`src/rtl/mine_pkg.sv`:
```
// Shared constants, state encoding and cell addressing for the 8x8 mine board.
package mine_pkg;

  localparam int ROWS    = 8;
  localparam int COLS    = 8;
  localparam int COORD_W = 3;
  localparam int COUNT_W = 4;
  localparam int TOTAL_W = 4;
  localparam int CELLS   = ROWS * COLS;
  localparam int IDX_W   = $clog2(CELLS);

  typedef enum logic [1:0] {
    ST_IDLE  = 2'd0,
    ST_PLACE = 2'd1,
    ST_COUNT = 2'd2,
    ST_DONE  = 2'd3
  } state_t;

  // Row-major flat index; with 8 columns this is just {row, col}.
  function automatic logic [IDX_W-1:0] cell_idx(input logic [COORD_W-1:0] row,
                                                input logic [COORD_W-1:0] col);
    return {row, col};
  endfunction

endpackage

```
`src/rtl/neighbor_counter.sv`:
```
// Purpose: count mines in the 3x3 window around one cell, centre excluded, no wrap.
// Latency: purely combinational.
// Backpressure: none; evaluates every cycle.
module neighbor_counter
  import mine_pkg::*;
(
  input  logic [CELLS-1:0]   mines,
  input  logic [COORD_W-1:0] row,
  input  logic [COORD_W-1:0] col,
  output logic [COUNT_W-1:0] count
);

  always_comb begin
    count = '0;
    for (int dr = -1; dr <= 1; dr++) begin
      for (int dc = -1; dc <= 1; dc++) begin
        // Off-board neighbours are skipped so edge cells never see the far side.
        if ((dr != 0 || dc != 0) &&
            (int'(row) + dr) >= 0 && (int'(row) + dr) < ROWS &&
            (int'(col) + dc) >= 0 && (int'(col) + dc) < COLS &&
            mines[IDX_W'((int'(row) + dr) * COLS + int'(col) + dc)])
          count = count + COUNT_W'(1);
      end
    end
  end

endmodule

```
`src/rtl/mine_board.sv`:
```
// Purpose: place a requested number of unique mines, then build adjacency counts cell by cell.
// Latency: 1 cycle per accepted mine, 64 cycles of counting, queries registered (1 cycle).
// Backpressure: cand_ready only in PLACE; duplicates are consumed without effect.
module mine_board
  import mine_pkg::*;
(
  input  logic               clk,
  input  logic               rst,
  input  logic               start,
  input  logic [TOTAL_W-1:0] total_mines,
  input  logic               cand_valid,
  input  logic [COORD_W-1:0] cand_row,
  input  logic [COORD_W-1:0] cand_col,
  output logic               cand_ready,
  input  logic [COORD_W-1:0] query_row,
  input  logic [COORD_W-1:0] query_col,
  output logic               query_mine,
  output logic [COUNT_W-1:0] query_count,
  output logic [TOTAL_W-1:0] mines_placed,
  output logic               busy,
  output logic               done
);

  state_t             state;
  state_t             state_nxt;
  logic [CELLS-1:0]   mines;
  logic [COUNT_W-1:0] counts [CELLS];
  logic [TOTAL_W-1:0] total_lat;
  logic [IDX_W-1:0]   scan_idx;
  logic [COUNT_W-1:0] scan_count;
  logic [IDX_W-1:0]   cand_idx;
  logic [IDX_W-1:0]   query_idx;
  logic               start_ok;
  logic               cand_hs;
  logic               cand_new;
  logic               last_mine;
  logic               scan_last;

  assign cand_idx  = cell_idx(cand_row, cand_col);
  assign query_idx = cell_idx(query_row, query_col);

  // Handshake is derived from the state directly to keep it independent of the FSM output block.
  assign start_ok  = start && (state == ST_IDLE || state == ST_DONE);
  assign cand_hs   = cand_valid && (state == ST_PLACE);
  assign cand_new  = cand_hs && !mines[cand_idx];
  assign last_mine = cand_new && ((mines_placed + TOTAL_W'(1)) == total_lat);
  assign scan_last = (scan_idx == IDX_W'(CELLS - 1));

  neighbor_counter u_scan (
    .mines (mines),
    .row   (scan_idx[IDX_W-1:COORD_W]),
    .col   (scan_idx[COORD_W-1:0]),
    .count (scan_count)
  );

  always_ff @(posedge clk) begin
    if (rst) state <= ST_IDLE;
    else     state <= state_nxt;
  end

  always_comb begin
    state_nxt  = state;
    cand_ready = 1'b0;
    busy       = 1'b0;
    done       = 1'b0;
    case (state)
      ST_IDLE, ST_DONE: begin
        done = (state == ST_DONE);
        if (start)
          state_nxt = (total_mines == '0) ? ST_COUNT : ST_PLACE;
      end
      ST_PLACE: begin
        cand_ready = 1'b1;
        busy       = 1'b1;
        if (last_mine) state_nxt = ST_COUNT;
      end
      ST_COUNT: begin
        busy = 1'b1;
        if (scan_last) state_nxt = ST_DONE;
      end
      default: state_nxt = ST_IDLE;
    endcase
  end

  always_ff @(posedge clk) begin
    if (rst) begin
      mines        <= '0;
      mines_placed <= '0;
      total_lat    <= '0;
      scan_idx     <= '0;
      query_mine   <= 1'b0;
      query_count  <= '0;
      for (int i = 0; i < CELLS; i++) counts[i] <= '0;
    end else begin
      query_mine  <= mines[query_idx];
      query_count <= counts[query_idx];
      if (start_ok) begin
        mines        <= '0;
        mines_placed <= '0;
        total_lat    <= total_mines;
        scan_idx     <= '0;
        for (int i = 0; i < CELLS; i++) counts[i] <= '0;
      end else begin
        if (cand_new) begin
          mines[cand_idx] <= 1'b1;
          if (mines_placed != total_lat) mines_placed <= mines_placed + TOTAL_W'(1);
        end
        // scan_idx wraps to 0 after the last cell, ready for the next game.
        if (state == ST_COUNT) begin
          counts[scan_idx] <= scan_count;
          scan_idx         <= scan_idx + IDX_W'(1);
        end
      end
    end
  end

endmodule

```
`config.mk`:
```
export PLATFORM = sky130hd
export DESIGN_NAME = mine_board
export DESIGN_NICKNAME = d
export VERILOG_FILES = /design/src/rtl/mine_pkg.sv /design/src/rtl/neighbor_counter.sv /design/src/rtl/mine_board.sv
export SDC_FILE = /design/constraint.sdc
export NUM_CORES = 1
export LEC_CHECK = 0
export CELL_PAD_IN_SITES_DETAIL_PLACEMENT = 0
export CELL_PAD_IN_SITES_GLOBAL_PLACEMENT = 1
export CORE_MARGIN = 1.5
export CORE_UTILIZATION = 42
export DETAILED_ROUTE_END_ITERATION = 16
export GPL_ROUTABILITY_DRIVEN = 0
export GPL_TIMING_DRIVEN = 0
export PLACE_DENSITY_LB_ADDON = 0.1
export REMOVE_ABC_BUFFERS = 1
export SLEW_MARGIN = 20
export SYNTH_ARGS = -nofsm -noshare
export SYNTH_HDL_FRONTEND = slang
export SYNTH_SLANG_ARGS = --single-unit
```
`constraint.sdc`:
```
create_clock -name clk -period 8.72 [get_ports clk]
set_input_delay 1.308 -clock clk [delete_from_list [all_inputs] [get_ports clk]]
set_output_delay 1.308 -clock clk [all_outputs]
set_load 0.02 [all_outputs]
```
==> impl_results.md, run 1 <==
- Worst reg-to-reg setup slack: 470 ps
- Final Cycle Share: 94.6%
- CP startpoint kind: flop
- Gr ovfl total: 0
- H-tree levels: 2
- Worst VDD drop: 0.149 mV
- Pwr dens: 229 mW/mm^2
- Post-synthesis async set-or-reset flop share: 0%
- Endpoint class of the critical path: flop
- I/O Pins: 32
- Setup violations, final: 0
- Die area: 0.0462 mm^2
- Achievable Freq: 0.121 GHz
- Finished Cell Area: 0.0216 mm^2
- Clock transition at path regs: 70 ps
- First-pass GRT wire length: 83.5 mm
- Avg Cell Area, Syn: 11.5 um^2
- Worst path max stage delay: 680 ps
- Seq/Total Area, Yosys: 49.8%
- Crit-path slowest cell: dfxtp_4
- Sequential share of power: 43.8%
- Internal: 3.55 mW
- Dominant cells by area after synthesis: edfxtp_1, mux4_2, dfxtp_1
- Area grow syn2layout: 14.4%
- Initial antenna violation count: 0
- Most used cell, CP: ha_1
- Placed standard-cell area: 0.0200 mm^2
- Distinct cell type count after synthesis: 83
- Slew Viols, Final: 0
- Sw Share: 28.1%
- Maximum fanout along the worst path: 27
- Hold Violations, Final: 0
- First-pass DRT Iterations: 5
- Largest net degree at the start of global routing: 71
- Root Buffer: clkbuf_16
- Worst R2R Path Depth: 30
- CTS Buffer Depth: 3
- Final min period: 8250 ps
- Die Width: 215 um
- Netlist Area Pre-Place: 0.0189 mm^2
- Total number of vias: 13228
- Share of cells above drive strength 1: 20.9%
- Most common cell after layout, fill and taps aside: nor2_1
- Worst EP required: 9030 ps
- Synthesized flop and latch total: 341
- WHS: 473 ps
- All-Layer GR Usage: 24.1%
- Vias in the first global route: 12996
- Filler cells: 4046
- Synth Instances: 1636
- Hpwl dp: 38.0 mm
- FF-to-FF Start: scan_idx[2]
- Area share of the largest cell type after synthesis: 40.7%
- Largest delay share family, worst path: multiplexers
- Outcome: finished, final reports clean
- Worst-Skew Late Latency: 580 ps
- Synth area leader: edfxtp_1
- CTS Buf Count: 40
- Most frequent cells in the layout: nor2_1, edfxtp_1, nand2_1
- Buf/Inv on CP: 8
- HP Class: reg -> reg
- Clock Power Share: 36.6%
- Worst-margin pin slew: 1170 ps
- Worst Setup EP: counts[57][2]
- Post-route ant nets: 0
- Placeable Area: 0.0443 mm^2
- DR WL/cell: 24.3 um
- Total stage count of the critical path: 30
- Synth warnings: 0
- Logic pwr share: 19.5%
- Switching pwr: 1.39 mW
- CP startpoint: scan_idx[2]
- Port buffer count: 31
- N_diodes: 0
- Max Clock Skew: 30.3 ps
- Ys flop type: edfxtp_1
- Total routed wirelength: 54.8 mm
- Post-synth EDFFs: 256
- Final Net Count: 1671
- Die H: 215 um
- CTS tree: yes
- Slew HR: 21.7%
- FF+latch area: 0.00940 mm^2
- Starting Density: 42.6%
- Worst r2r dst: counts[57][2]
- Leakage: 7.23 nW
- Max cap viols: 0
- Vias per cell: 5.87
- Multi-input logic area: 0.00888 mm^2
- CP Class: reg -> reg
- Critical path arrival: 8560 ps
- Num Clock Sinks: 341
- Num rows: 77
- DR iter-0 viols: 1179
- RSZ-0062 raised after global routing: false
- DRC violations left: 0
[worst min-delay path by stage]
stage                 startpoint           end  depth (start not counted)
floorplan           total_lat[3]  total_lat[3]                          2
global placement    total_lat[3]  total_lat[3]                          2
detailed placement  total_lat[3]  total_lat[3]                          2
CTS                 total_lat[3]  total_lat[3]                          2
global route        total_lat[3]  total_lat[3]                          2
finish              total_lat[3]  total_lat[3]                          2
[area by class of cell]
type	count	area share, %
Multi-Input combinational cell	1151	41.2
Sequential cell	341	43.6
Clock buffer	47	5.10
Timing Repair Buffer	70	4.66
Tap cell	592	3.43
Inverter	27	0.504
Clock inverter	27	1.57
[cells in the mapped netlist, types with 3 or more instances]
master     instances
o2111ai_1          4
a211oi_1          10
nand4_1            4
dfxtp_1           85
buf_1             21
clkbuf_1          57
nor3b_1            5
ha_1              20
nand2_1          179
mux4_2           129
xor2_1            10
o211ai_1           3
mux2i_1           70
o22ai_1            7
mux2_2             9
o221ai_1           4
inv_1             25
xnor2_1           29
a221oi_1           7
and3_1            10
a31oi_1            6
nor3_1            14
nor2b_1           13
a21oi_1           96
buf_6             19
a22oi_1           10
nand3_1           30
xor2_2             3
and3b_1            4
nor2_1           329
edfxtp_1         256
o211a_1            4
o21ai_0           17
buf_2             15
or3_1              4
and2_1             7
nand2b_1           7
mux2_1             3
a2111oi_0          5
nor2_2            50
[worst min-delay path, cell delays in order (launching register included)]
cell	delay [ps]
dfxtp_1	320
nand2_1	50
a21oi_1	50
[flip-flops by register name, summed over array words and instances, names as in the netlist]
signal / flops
mines: 64
state: 2
query_count: 4
query_mine: 1
scan_idx: 6
total_lat: 4
counts: 256
mines_placed: 4
[through the flow]
stage	total power, mW	cells	util (%)	TNS, ps	setup slack (ps)
after floorplan	2.74	1519	-	-295110	-2390
final	4.94	2255	48.7	0	469
after CTS	4.97	2251	48.5	0	8.96
after detailed placement	3.15	2175	45.2	-50470	-695
after global placement	3.10	2142	43.5	-1343830	-7730
after global routing	5.12	2255	48.7	0	27.7
[logic make-up after synthesis]
| kind of cell | count (synthesis) | synth area share [%] |
|---|---|---|
| compound gates | 202 | 6.94 |
| xor+xnor | 47 | 2.61 |
| other cells | 1 | 0.0199 |
| mux | 213 | 20.0 |
| simple gates | 667 | 15.4 |
| buf+inv | 145 | 3.99 |
| flops | 341 | 49.8 |
| fa+ha+maj | 20 | 1.33 |
[power by group through the flow]
stage,sequential [mW],combinational [mW],clock (mW)
2_1_floorplan,2.17,0.571,0
3_3_place_gp,2.23,0.869,0
3_5_place_dp,2.21,0.944,0
4_1_cts,2.18,0.950,1.85
5_1_grt,2.19,1.03,1.90
6_report,2.17,0.964,1.81
[what timing repair did]
item | in CTS | in global routing
setup buffers | 2 | 4
resized for setup | 5 | 5
endpoints found under the setup margin | 150 | 73
hold buffers | 0 | 0
pin swaps | 0 | 0
[per-layer routing]
metal,part of all wire [%],vias to the layer above,track usage [%]
li1,-,6006,-
met1,45,6682,34.9
met2,45,460,36.8
met3,7.0,80,3.96
met4,2.9,0,8.38
met5,0,-,0
(Power assumes the default switching activity.)
==> run 2, diff against run 1 <==
--- a/config.mk
+++ b/config.mk
@@ -5,6 +5,7 @@
 export SDC_FILE = /design/constraint.sdc
 export NUM_CORES = 1
 export LEC_CHECK = 0
+export CAP_MARGIN = 5
 export CELL_PAD_IN_SITES_DETAIL_PLACEMENT = 0
 export CELL_PAD_IN_SITES_GLOBAL_PLACEMENT = 1
 export CORE_MARGIN = 1.5
==> results of run 2 <==
No change in the layout: final DEF, timing and power equal those of run 1.
==> run 3, diff against run 2 <==
--- a/config.mk
+++ b/config.mk
@@ -8,6 +8,7 @@
 export CAP_MARGIN = 5
 export CELL_PAD_IN_SITES_DETAIL_PLACEMENT = 0
 export CELL_PAD_IN_SITES_GLOBAL_PLACEMENT = 1
+export CORE_ASPECT_RATIO = 1.2
 export CORE_MARGIN = 1.5
 export CORE_UTILIZATION = 42
 export DETAILED_ROUTE_END_ITERATION = 16
==> impl_results.md, run 3 (same netlist as run 1, synthesis figures left out) <==
- Register name with the most flops: counts
- CTS Buf Count: 39
- Placed standard-cell area: 0.0200 mm^2
- Hold path startpoint: total_lat[2]
- Pwr dens: 225 mW/mm^2
- Achievable Freq: 0.121 GHz
- Vias per cell: 5.92
- Area grow syn2layout: 12.9%
- Slew Viols, Final: 0
- Die Width: 196 um
- Final Net Count: 1668
- Clock transition at path regs: 60 ps
- CTS Buffer Depth: 3
- Max cap viols: 0
- Outcome: finished, final reports clean
- Max Clock Skew: 20.2 ps
- Worst-Skew Late Latency: 570 ps
- DR WL/cell: 24.6 um
- DP Worst Slack: -445 ps
- Crit-path slowest cell: ha_2
- N_diodes: 0
- Final core utilization: 48.4%
- Slew HR: 20.4%
- CTS tree: yes
- RSZ-0062 raised after global routing: false
- HP Class: reg -> reg
- Worst EP required: 9030 ps
- Post-route ant nets: 0
- Most used cell, CP: ha_1
- Critical path arrival: 8550 ps
- H-tree levels: 2
- Share of cells above drive strength 1: 19.8%
- CP startpoint: scan_idx[2]
- Port buffer count: 31
- All-Layer GR Usage: 24.0%
- Gr ovfl total: 0
- WHS: 472 ps
- CP startpoint kind: flop
- Total routed wirelength: 54.5 mm
- First-pass GRT wire length: 83.1 mm
- Finished Cell Area: 0.0213 mm^2
- Total number of vias: 13118
- Maximum fanout along the worst path: 27
- Worst path max stage delay: 740 ps
- Worst-margin pin slew: 1190 ps
- Worst VDD drop: 0.160 mV
- Fin worst setup slack: 478 ps
- DRC violations left: 0
- Die area: 0.0462 mm^2
- Num rows: 84
- Hold buffer count at cts: 0
- Placeable Area: 0.0440 mm^2
- Root Buffer: clkbuf_16
- DR iter-0 viols: 898
- CP Class: reg -> reg
- Final Cycle Share: 94.5%
- Initial antenna violation count: 0
- First-pass DRT Iterations: 5
- Hpwl dp: 38.2 mm
- Most frequent cells in the layout: nor2_1, edfxtp_1, nand2_1
- FF-to-FF Start: scan_idx[2]
- Die H: 235 um
- I/O Pins: 32
- Setup violations, final: 0
- Endpoint class of the critical path: flop
- Leakage: 7.14 nW
- Starting Density: 42.8%
- Most common cell after layout, fill and taps aside: nor2_1
- Largest net degree at the start of global routing: 65
- Max FFs per register: 256
- Biggest regs: counts x256, mines x64, scan_idx x6
- Hold Violations, Final: 0
- Final min period: 8240 ps
- Num Clock Sinks: 341
- Vias in the first global route: 13361
-- run 3: cell count changes in the layout (fill, tap and decap cells not counted), sizes merged --
cell / change
clkbuf: +6
clkinv: -5
clkinvlp: -3
buf: -2
bufinv: -2
inv: +1
-- run 3: final cells by class --
cell class,count,area (um^2)
multi-input cells,1151,8850
well taps,559,699
repair buffers,68,968
fillers,3994,22700
clock inverters,18,209
clock buffers,53,1070
inverters,27,109
flip-flops and latches,341,9400
-- run 3: worst paths after layout --
| kind | to | slack [ps] | depth (start not counted) |
|---|---|---|---|
| min reg2reg | total_lat[2] | 470 | 2 |
| min | total_lat[2] | 470 | 2 |
| max | counts[11][2] | 480 | 30 |
| max reg2reg | counts[11][2] | 480 | 30 |
-- run 3: repair_timing --
action	in CTS	in global routing
gates resized for setup	5	2
buffers inserted	2	2
endpoints found under the setup margin	129	80
-- run 3: metrics by stage --
stage                     power [mW]  setup TNS [ps]  std cells
after floorplan                 2.74         -295110       1519
after global placement          3.11        -1324470       2109
after detailed placement        3.16          -26090       2142
after CTS                       4.83               0       2215
after global routing            4.97               0       2217
final                           4.79               0       2217
-- run 3: critical path: cells and delay by family (launching register included) --
family | cells | cell delay [ps]
fa+ha+maj | 7 | 2340
mux | 6 | 1760
buf+inv | 7 | 1220
xor+xnor | 4 | 800
simple gates | 5 | 690
flops | 1 | 670
compound gates | 1 | 470
-- run 3: routing by layer --
layer | track usage (%) | wire, um
met1 | 29.4 | 21900
met3 | 3.21 | 2470
met5 | 0 | 0
met4 | 10.0 | 2320
met2 | 42.2 | 27800
-- run 3: where the power goes --
part	switching (mW)	leakage, nW	internal, mW
Sequential	0.107	3.46	2.06
Combinational	0.554	3.05	0.401
Clock	0.681	0.620	0.983
